[src/rtl/pipe_alu_pkg.sv]
// Shared field layout, instruction struct and function codes for the pipe_ALU
// issue stage and its FIFO.
package pipe_alu_pkg;

  localparam int REG_W   = 4;
  localparam int FUNC_W  = 4;
  localparam int ADDR_W  = 8;
  localparam int INSTR_W = 24;

  localparam int FUNC_MSB = 23;
  localparam int FUNC_LSB = 20;
  localparam int RS1_MSB  = 19;
  localparam int RS1_LSB  = 16;
  localparam int RS2_MSB  = 15;
  localparam int RS2_LSB  = 12;
  localparam int RD_MSB   = 11;
  localparam int RD_LSB   = 8;
  localparam int ADDR_MSB = 7;
  localparam int ADDR_LSB = 0;

  typedef struct packed {
    logic [FUNC_W-1:0] func;
    logic [REG_W-1:0]  rs1;
    logic [REG_W-1:0]  rs2;
    logic [REG_W-1:0]  rd;
    logic [ADDR_W-1:0] addr;
  } instr_t;

  localparam logic [FUNC_W-1:0] ADD = 4'd0;
  localparam logic [FUNC_W-1:0] SUB = 4'd1;
  localparam logic [FUNC_W-1:0] MUL = 4'd2;
  localparam logic [FUNC_W-1:0] AND = 4'd3;
  localparam logic [FUNC_W-1:0] OR  = 4'd4;
  localparam logic [FUNC_W-1:0] XOR = 4'd5;
  localparam logic [FUNC_W-1:0] NOT = 4'd6;
  localparam logic [FUNC_W-1:0] INC = 4'd7;
  localparam logic [FUNC_W-1:0] DEC = 4'd8;
  localparam logic [FUNC_W-1:0] SLL = 4'd9;
  localparam logic [FUNC_W-1:0] SRL = 4'd10;
  localparam logic [FUNC_W-1:0] SLA = 4'd11;

  function automatic instr_t unpack_instr(input logic [INSTR_W-1:0] w);
    instr_t r;
    r.func = w[FUNC_MSB:FUNC_LSB];
    r.rs1  = w[RS1_MSB:RS1_LSB];
    r.rs2  = w[RS2_MSB:RS2_LSB];
    r.rd   = w[RD_MSB:RD_LSB];
    r.addr = w[ADDR_MSB:ADDR_LSB];
    return r;
  endfunction

  // An invalid (bubble) scoreboard slot never matches a source register.
  function automatic logic src_match(input logic v, input logic [REG_W-1:0] wr_rd,
                                     input logic [REG_W-1:0] src_a,
                                     input logic [REG_W-1:0] src_b);
    return v && ((wr_rd == src_a) || (wr_rd == src_b));
  endfunction

endpackage

[src/rtl/pipe_alu_issue_fifo.sv]
// Synchronous FIFO holding packed instruction words; head word is presented
// combinationally, pushes are ignored while full even if a pop happens.
module sync_fifo #(
  parameter int DEPTH = 8,
  parameter int WIDTH = 24
) (
  input  logic                     clk,
  input  logic                     reset,
  input  logic                     push,
  input  logic                     pop,
  input  logic [WIDTH-1:0]         wdata,
  output logic [WIDTH-1:0]         rdata,
  output logic [$clog2(DEPTH):0]   count,
  output logic                     full,
  output logic                     empty
);

  localparam int PTR_W = $clog2(DEPTH);
  localparam logic [PTR_W:0] CNT_ONE = (PTR_W+1)'(1'b1);
  localparam logic [PTR_W:0] CNT_FULL = (PTR_W+1)'(DEPTH);

  logic [WIDTH-1:0] mem_r [DEPTH];
  logic [PTR_W-1:0] wr_ptr_r;
  logic [PTR_W-1:0] rd_ptr_r;
  logic [PTR_W:0]   count_r;
  logic             full_s;
  logic             empty_s;
  logic             push_en_s;
  logic             pop_en_s;

  assign full_s    = (count_r == CNT_FULL);
  assign empty_s   = (count_r == {(PTR_W+1){1'b0}});
  assign push_en_s = push && !full_s;
  assign pop_en_s  = pop && !empty_s;

  // Pointer and occupancy bookkeeping; pointers wrap naturally at DEPTH.
  always_ff @(posedge clk) begin
    if (!reset) begin
      wr_ptr_r <= {PTR_W{1'b0}};
      rd_ptr_r <= {PTR_W{1'b0}};
      count_r  <= {(PTR_W+1){1'b0}};
    end else begin
      if (push_en_s) begin
        wr_ptr_r <= wr_ptr_r + PTR_W'(1'b1);
      end
      if (pop_en_s) begin
        rd_ptr_r <= rd_ptr_r + PTR_W'(1'b1);
      end
      case ({push_en_s, pop_en_s})
        2'b10:   count_r <= count_r + CNT_ONE;
        2'b01:   count_r <= count_r - CNT_ONE;
        default: count_r <= count_r;
      endcase
    end
  end

  // Storage array; contents need no reset because count_r gates visibility.
  always_ff @(posedge clk) begin
    if (push_en_s) begin
      mem_r[wr_ptr_r] <= wdata;
    end
  end

  assign rdata = mem_r[rd_ptr_r];
  assign count = count_r;
  assign full  = full_s;
  assign empty = empty_s;

endmodule

[src/rtl/pipe_alu_issue.sv]
// Issue stage for pipe_ALU: FIFO-buffered decode with a RAW scoreboard that
// inserts bubbles until a written rd has reached the register bank.
module pipe_alu_issue
  import pipe_alu_pkg::*;
#(
  parameter int DEPTH     = 8,
  parameter int HAZ_DEPTH = 3,
  parameter int CNT_W     = 16
) (
  input  logic                   clk,
  input  logic                   reset,
  input  logic                   in_valid,
  output logic                   in_ready,
  input  logic [INSTR_W-1:0]     in_instr,
  output logic                   issue_valid,
  output logic [REG_W-1:0]       rs1,
  output logic [REG_W-1:0]       rs2,
  output logic [REG_W-1:0]       rd,
  output logic [FUNC_W-1:0]      func,
  output logic [ADDR_W-1:0]      addr,
  output logic [CNT_W-1:0]       stall_cnt,
  output logic [$clog2(DEPTH):0] fifo_count
);

  localparam logic [CNT_W-1:0] STALL_ONE = CNT_W'(1'b1);
  localparam logic [CNT_W-1:0] STALL_MAX = {CNT_W{1'b1}};

  logic [INSTR_W-1:0] head_word_s;
  instr_t             head_s;
  logic               fifo_full_s;
  logic               fifo_empty_s;
  logic               hazard_s;
  logic               issue_s;
  logic [REG_W-1:0]   sb_rd_next_s;

  logic [HAZ_DEPTH-1:0]            sb_v_r;
  logic [HAZ_DEPTH-1:0][REG_W-1:0] sb_rd_r;

  logic               issue_valid_r;
  logic [REG_W-1:0]   rs1_r;
  logic [REG_W-1:0]   rs2_r;
  logic [REG_W-1:0]   rd_r;
  logic [FUNC_W-1:0]  func_r;
  logic [ADDR_W-1:0]  addr_r;
  logic [CNT_W-1:0]   stall_cnt_r;

  sync_fifo #(
    .DEPTH (DEPTH),
    .WIDTH (INSTR_W)
  ) u_fifo (
    .clk   (clk),
    .reset (reset),
    .push  (in_valid),
    .pop   (issue_s),
    .wdata (in_instr),
    .rdata (head_word_s),
    .count (fifo_count),
    .full  (fifo_full_s),
    .empty (fifo_empty_s)
  );

  assign head_s = unpack_instr(head_word_s);

  // Hazard check of the FIFO head against every in-flight writer.
  always_comb begin
    hazard_s = 1'b0;
    for (int i = 0; i < HAZ_DEPTH; i++) begin
      hazard_s = hazard_s | src_match(sb_v_r[i], sb_rd_r[i], head_s.rs1, head_s.rs2);
    end
    if (fifo_empty_s) begin
      hazard_s = 1'b0;
      issue_s  = 1'b0;
    end else begin
      issue_s  = !hazard_s;
    end
    if (issue_s) begin
      sb_rd_next_s = head_s.rd;
    end else begin
      sb_rd_next_s = rd_r;
    end
  end

  // Scoreboard shift register: one slot per issue cycle, bubbles enter as invalid.
  always_ff @(posedge clk) begin
    if (!reset) begin
      sb_v_r  <= {HAZ_DEPTH{1'b0}};
      sb_rd_r <= {(HAZ_DEPTH*REG_W){1'b0}};
    end else begin
      sb_v_r[0]  <= issue_s;
      sb_rd_r[0] <= sb_rd_next_s;
      for (int i = 1; i < HAZ_DEPTH; i++) begin
        sb_v_r[i]  <= sb_v_r[i-1];
        sb_rd_r[i] <= sb_rd_r[i-1];
      end
    end
  end

  // Output registers; fields hold through bubbles so only issue_valid marks real work.
  always_ff @(posedge clk) begin
    if (!reset) begin
      issue_valid_r <= 1'b0;
      rs1_r         <= {REG_W{1'b0}};
      rs2_r         <= {REG_W{1'b0}};
      rd_r          <= {REG_W{1'b0}};
      func_r        <= {FUNC_W{1'b0}};
      addr_r        <= {ADDR_W{1'b0}};
      stall_cnt_r   <= {CNT_W{1'b0}};
    end else begin
      issue_valid_r <= issue_s;
      if (issue_s) begin
        rs1_r  <= head_s.rs1;
        rs2_r  <= head_s.rs2;
        rd_r   <= head_s.rd;
        func_r <= head_s.func;
        addr_r <= head_s.addr;
      end
      if (hazard_s && (stall_cnt_r != STALL_MAX)) begin
        stall_cnt_r <= stall_cnt_r + STALL_ONE;
      end
    end
  end

  assign in_ready    = !fifo_full_s;
  assign issue_valid = issue_valid_r;
  assign rs1         = rs1_r;
  assign rs2         = rs2_r;
  assign rd          = rd_r;
  assign func        = func_r;
  assign addr        = addr_r;
  assign stall_cnt   = stall_cnt_r;

endmodule
[config.mk]
export PLATFORM = sky130hd
export DESIGN_NAME = pipe_alu_issue
export DESIGN_NICKNAME = d
export VERILOG_FILES = /design/src/rtl/pipe_alu_pkg.sv /design/src/rtl/pipe_alu_issue_fifo.sv /design/src/rtl/pipe_alu_issue.sv
export SDC_FILE = /design/constraint.sdc
export NUM_CORES = 1
export LEC_CHECK = 0
export CORE_UTILIZATION = 53
export CTS_CLUSTER_SIZE = 24
export DETAILED_ROUTE_END_ITERATION = 8
export PLACE_DENSITY = 0.84
export SLEW_MARGIN = 40
export SYNTH_ARGS = -nofsm -noshare
export SYNTH_HDL_FRONTEND = slang
export SYNTH_SLANG_ARGS = --single-unit
[constraint.sdc]
create_clock -name clk -period 3.6 [get_ports clk]
set_input_delay 0.54 -clock clk [delete_from_list [all_inputs] [get_ports clk]]
set_output_delay 0.54 -clock clk [all_outputs]
set_load 0.1 [all_outputs]
# Word-level counts from Yosys, hierarchy flattened
# Memory sizes are Yosys's and may differ from the RTL's. A register that Yosys moved wholly into a read port is not among the register bits.
# Cells that the tools add are included.
# word_totals
wordCells,52
register_bits,62
output_inout_bits,46
in_bits,27
ramBits,192
n_memories,1
# classes
muxes,7
addsub,5
reduce_logical,14
n_eq_ne,10
n_bitwise,2
# mem_list
memory,depth,word_bits,read_ports,rd_ports_with_merged_regs,write_ports,line,text
u_fifo.mem_r,8,24,1,1,1,pipe_alu_issue_fifo.sv:22,logic [WIDTH-1:0] mem_r [DEPTH];
# ops
operator,count
== test 4 bit,6
adder 16 x 1 -> 16 bit (second input constant),1
inequality test 16 bit (second input constant),1
one-hot mux 4 bit (2 select lines),1
adder 3 x 1 -> 3 bit (second input constant),2
logical AND 1 bit,6
2-to-1 mux 3 bit,2
adder 4 x 1 -> 4 bit (second input constant),1
== test 4 bit (second input constant),1
logical NOT 4 bit,1
2-to-1 mux 1 bit,4
subtractor 4 x 1 -> 4 bit (second input constant),1
logical NOT 1 bit,3
logical OR 1 bit,3
== test 2 x 1 -> 1 bit (second input constant),1
== test 2 bit (second input constant),1
OR 1 bit,2
nonzero test 2 bit,1

# Logic depth before layout (Yosys ltp)
# depth
depth_word,10
depth_mapped,16
depth_no_buf,13

# By module
# A second synthesis with hierarchy kept.
# hier_totals
hier_cells,587
area_unflattened_um2,10207.3
# modules_own_cells
module,seq_area_each_um2,n_inst,area_each_um2,cells_each
sync_fifo,6025.8,1,7893.8,351
pipe_alu_issue,1021.0,1,2313.5,236

# Worst setup path after synthesis
# No wires, ideal clock.
# synth_path
path_kind,register to register
start,register u_fifo.count_r[0] (netlist: u_fifo.count[0])
end,memory u_fifo.mem_r[0][0] (enable)
setup_time_ns,0.435
t_arrival_ns,4.157
path_buffers,0
slack_ns,-0.992
path_stages_with_launch,6
required_ns,3.165
synth_period_minus_slack_ns,4.592
path_cell_list,dfxtp_1 nor3_1 nand2_1 nand2_1 or2_1 nor3_1
# synth_between
elab_chain_cells,5
# synth_lines
element,line,text
"start, declared",pipe_alu_issue_fifo.sv:25,logic [PTR_W:0] count_r;
"start signal, assigned",pipe_alu_issue_fifo.sv:41,count_r <= {(PTR_W+1){1'b0}};
"start signal, assigned",pipe_alu_issue_fifo.sv:50,2'b10: count_r <= count_r + CNT_ONE;
"start signal, assigned",pipe_alu_issue_fifo.sv:51,2'b01: count_r <= count_r - CNT_ONE;
== test 4 bit,pipe_alu_issue_fifo.sv:31,assign full_s = (count_r == CNT_FULL);
logical NOT 1 bit,--,
via in_ready,pipe_alu_issue.sv:13,"output logic in_ready,"
logical AND 1 bit,pipe_alu_issue_fifo.sv:33,assign push_en_s = push && !full_s;
2-to-1 mux 1 bit,pipe_alu_issue_fifo.sv:59,if (push_en_s) begin
2-to-1 mux 1 bit (not written as such),pipe_alu_issue_fifo.sv:60,mem_r[wr_ptr_r] <= wdata;
"end, declared",pipe_alu_issue_fifo.sv:22,
# The timed path passes the listed nets, and every way through them passes these cells.

==> impl_metrics.py <==
metrics = {
    "pwr": {
        "seqPwrFrac_pct": 37.6,
        "p_switching_mw": 3.508,
        "p_per_area_nw_per_um2": 808.1,
        "intPower_mw": 6.207,
        "max-vdd-ir-drop_mv": 0.7002,
        "power.leakage_nw": 4.091,
        "pwr-share-comb_pct": 35.3,
        "power_frac_clock_pct": 27.1,
        "p_sw_share_pct": 36.11,
    },
    "setup_path": {
        "criticalPathCategory": "flip-flop to flip-flop",
        "critPathSlowestCell": "mux4_2",
        "slowest_delay_ns": 0.52,
        "critical_path.most_common_cell": "a21oi_2",
        "worstPathRequired_ns": 4.06,
        "cp_cell_sequence": "clkbuf_16, mux4_2, mux2i_4, xor2_1, nand4_1, a21boi_2, nor4_4, ha_2, ha_4, a21o_1, a21oi_2, xnor2_2, or3_4, a21oi_2",
        "arrival_ns": 4.01,
        "worst-path-max-fanout": 6,
        "endpoint_kind": "flip-flop",
        "start_kind": "flip-flop",
    },
    "global_route": {
        "grt_pass1_wl_mm": 32.32,
        "grt.overflow.total": 0,
        "grt_pass1_vias": 5771,
        "grt.total_usage_pct": 21.96,
        "grt_max_degree": 53,
        "grt_antenna_before_repair": 0,
    },
    "clocking": {
        "tritoncts": "built",
        "cts.path.max_buffers": 3,
        "htreeDepth": 1,
        "clock_latency_ns": 0.55,
        "root_buffer": "clkbuf_16",
        "cts-hold-fix-buffers": 0,
        "cts_buffers": 26,
        "clk_pin_slew_ns": 0.06,
        "clkSinkCount": 256,
    },
    "route": {
        "first_iter_violations": 354,
        "routedWlPerCell_um": 22.38,
        "detailedRoute.firstPassIterationCount": 5,
        "num_vias": 5603,
        "via_per_inst": 5.910,
        "drt_wl_total_mm": 21.22,
        "antenna_left": 0,
        "drc": 0,
    },
    "yosys": {
        "yosysSeqAreaShare_pct": 69.44,
        "yosys.area_share.simple_pct": 6.559,
        "syn_area_um2": 10150,
        "syn_avg_cell_area_um2": 16.97,
        "synth-seq-cells": 256,
        "ys.flop_type": "edfxtp_1",
        "ys_warn_count": 0,
        "synth_compound_area_share_pct": 3.637,
        "synth-edff-count": 192,
        "synthMuxAreaShare_pct": 14.99,
        "synthAdderAreaFrac_pct": 0.9370,
        "synthArstFlopShare_pct": 0,
        "synth-xor-area-share_pct": 2.503,
        "synth_top_family_by_area": "multiplexers",
        "synth_fp_nets": 632,
        "synth_cell_types": 39,
        "synthCells": 598,
    },
    "floorplanning": {
        "core_um2": 18710,
        "num_io_pins": 73,
        "die_area_um2": 19710,
        "initial_core_util_pct": 54.25,
        "row_count": 50,
        "dieWidth_um": 140.4,
        "fp.dieH_um": 140.4,
    },
    "cells_and_area": {
        "drive_gt1_share_pct": 26.89,
        "finalNetCount": 728,
        "fin_cells": 948,
        "diodes": 0,
        "postLayoutCoreUtil_pct": 64.27,
        "syn2layout_area_growth_pct": 18.46,
    },
    "sta": {
        "fmax_mhz": 282.0,
        "period_needed_ns": 3.547,
        "hold_violations": 0,
        "slew_viol_final": 0,
        "skew_ns": 0.02412,
        "setup_viol": 0,
        "maxSlewHeadroom_pct": 51.82,
        "tightestPinTransition_ns": 0.7227,
        "rsz0062_at_grt": "true",
        "timing.final.crit_share_pct": 98.52,
    },
    "place": {
        "gp_congestion": 0.8787,
        "portBuffers": 72,
        "dp_cells": 888,
        "dpl.hpwl_mm": 12.44,
    },
    "outcome": {
        "outcome": "completed",
    },
    "job": {
        "maxCapViolations": 0,
    },
    "min_path": {
        "min_path_type": "flip-flop to flip-flop",
    },
}
## power groups by stage
stage	logic (mW)	registers [mW]	clock network, mW
4_1_cts	3.33	3.64	2.67
2_1_floorplan	1.88	4.39	0
6_report	3.43	3.66	2.63
3_5_place_dp	3.24	3.70	0
3_3_place_gp	3.24	3.68	0
5_1_grt	3.63	3.68	2.79
## layout make-up
cell class,count,area (um^2)
fillers,1227,6684
clock inverters,6,78.83
inverters,7,26.28
multi-input cells,301,2994
clock buffers,42,780.7
well taps,234,292.8
repair buffers,102,797.0
flip-flops and latches,256,7052
## cell usage after synthesis, types with 3 or more instances
| cell type | n | area share (%) |
|---|---|---|
| buf_2 | 7 | 0.35 |
| buf_4 | 5 | 0.37 |
| o31ai_1 | 6 | 0.44 |
| a21oi_1 | 14 | 0.69 |
| nand4_1 | 7 | 0.43 |
| a211oi_1 | 24 | 1.8 |
| dfxtp_1 | 64 | 13 |
| nand2_1 | 20 | 0.74 |
| inv_1 | 6 | 0.22 |
| and3_1 | 6 | 0.37 |
| mux2i_1 | 26 | 2.6 |
| nor3_1 | 11 | 0.54 |
| clkbuf_1 | 14 | 0.52 |
| mux2i_4 | 8 | 1.8 |
| and2_1 | 13 | 0.80 |
| nand2b_1 | 11 | 0.68 |
| nor2_1 | 39 | 1.4 |
| nand3_1 | 10 | 0.49 |
| xor2_1 | 27 | 2.3 |
| mux4_2 | 48 | 11 |
| or4_1 | 6 | 0.44 |
| edfxtp_1 | 192 | 57 |
| buf_1 | 6 | 0.22 |
| a21boi_2 | 3 | 0.33 |
| ha_1 | 6 | 0.74 |
## critical path, delay by kind of cell (launching register included)
kind / cells / cell delay, ns
multiplexers: 2 / 0.80
AO/OA/AOI/OAI: 4 / 0.58
XOR/XNOR: 2 / 0.21
flip-flops: 1 / 0.42
adder cells (fa/ha/maj): 2 / 0.47
buffers and inverters: 1 / 0.18
AND/OR/NAND/NOR: 3 / 0.80
## stage by stage
| step | setup WS [ns] | hold WS (ns) | instance area, um^2 | setup TNS (ns) | power, mW |
|---|---|---|---|---|---|
| floorplan | -0.3441 | 0.4221 | 10180 | -22.96 | 6.276 |
| global placement | 0.1897 | 0.4561 | 11200 | 0 | 6.918 |
| detailed placement | -0.1519 | 0.4569 | 10980 | -0.1519 | 6.933 |
| CTS | 0.0008824 | 0.4807 | 11900 | 0 | 9.641 |
| global route | -0.05287 | 0.5016 | 12020 | -0.05287 | 10.10 |
| finish | 0.05342 | 0.4774 | 12020 | 0 | 9.715 |
## timing repair
item / 4_1_cts / 5_1_grt
cloned: 1 / 1
setup buffers: 3 / 7
pin swaps: 2 / 10
setup endpoints to repair: 1 / 1
gates resized for setup: 3 / 7
## layout by cell type, fill, tap and decap left out, types with 3 or more instances in the layout
cell             count
xor2_1              26
nand2_1             20
clkbuf_1             9
nor3_1               9
a211oi_1            24
clkbuf_16           27
nand3_1             10
mux2i_4              8
and3_1               6
clkdlybuf4s50_1     26
dfxtp_1             62
nor2_1              33
a21oi_1             12
a21boi_2             3
buf_4               25
nand2b_1            11
or4_1                6
mux2i_1             26
nor2_2               6
and2_1              13
mux4_2              48
o31ai_1              6
nand4_1              7
edfxtp_1           192
buf_2               45
buf_12               3
inv_1                6
clkinv_2             3
clkbuf_8             7
ha_1                 4
## layer usage
metal / vias up / wire length (um) / global-route usage (%)
li1: 2516 / - / -
met3: 38 / 1334 / 4.376
met5: - / 0 / 0
met1: 2851 / 8442 / 27.63
met2: 198 / 10990 / 38.21
met4: 0 / 448 / 7.287
## final timing paths
kind / startpoint / endpoint / slack [ns] / cells after the start
setup / recovery: flip-flop / u_fifo.count[3] / 0.05 / 14
hold / removal: sb_v_r[1] / sb_v_r[2] / 0.48 / 1
setup reg to reg: flip-flop / u_fifo.count[3] / 0.05 / 14
hold reg to reg: sb_v_r[1] / sb_v_r[2] / 0.48 / 1
## kinds of logic after synthesis
| group | count (synthesis) |
|---|---|
| muxes | 82 |
| and+or+nand+nor | 130 |
| buffers and inverters | 41 |
| DFF | 256 |
| AOI/OAI and AO/OA | 53 |
| adders and majority gates | 7 |
| xor gates and xnor gates | 29 |
## sequential cells by signal, summed over array words and instances (netlist names), named ones only
| register | flops |
|---|---|
| stall_cnt | 16 |
| sb_rd_r | 8 |
| u_fifo.wr_ptr_r | 3 |
| rs1 | 4 |
| rd | 4 |
| func | 4 |
| u_fifo.mem_r | 192 |
| rs2 | 4 |
| sb_v_r | 3 |
| u_fifo.rd_ptr_r | 3 |
| addr | 8 |
| u_fifo.count | 4 |
Power figures use the tool's default switching activity.
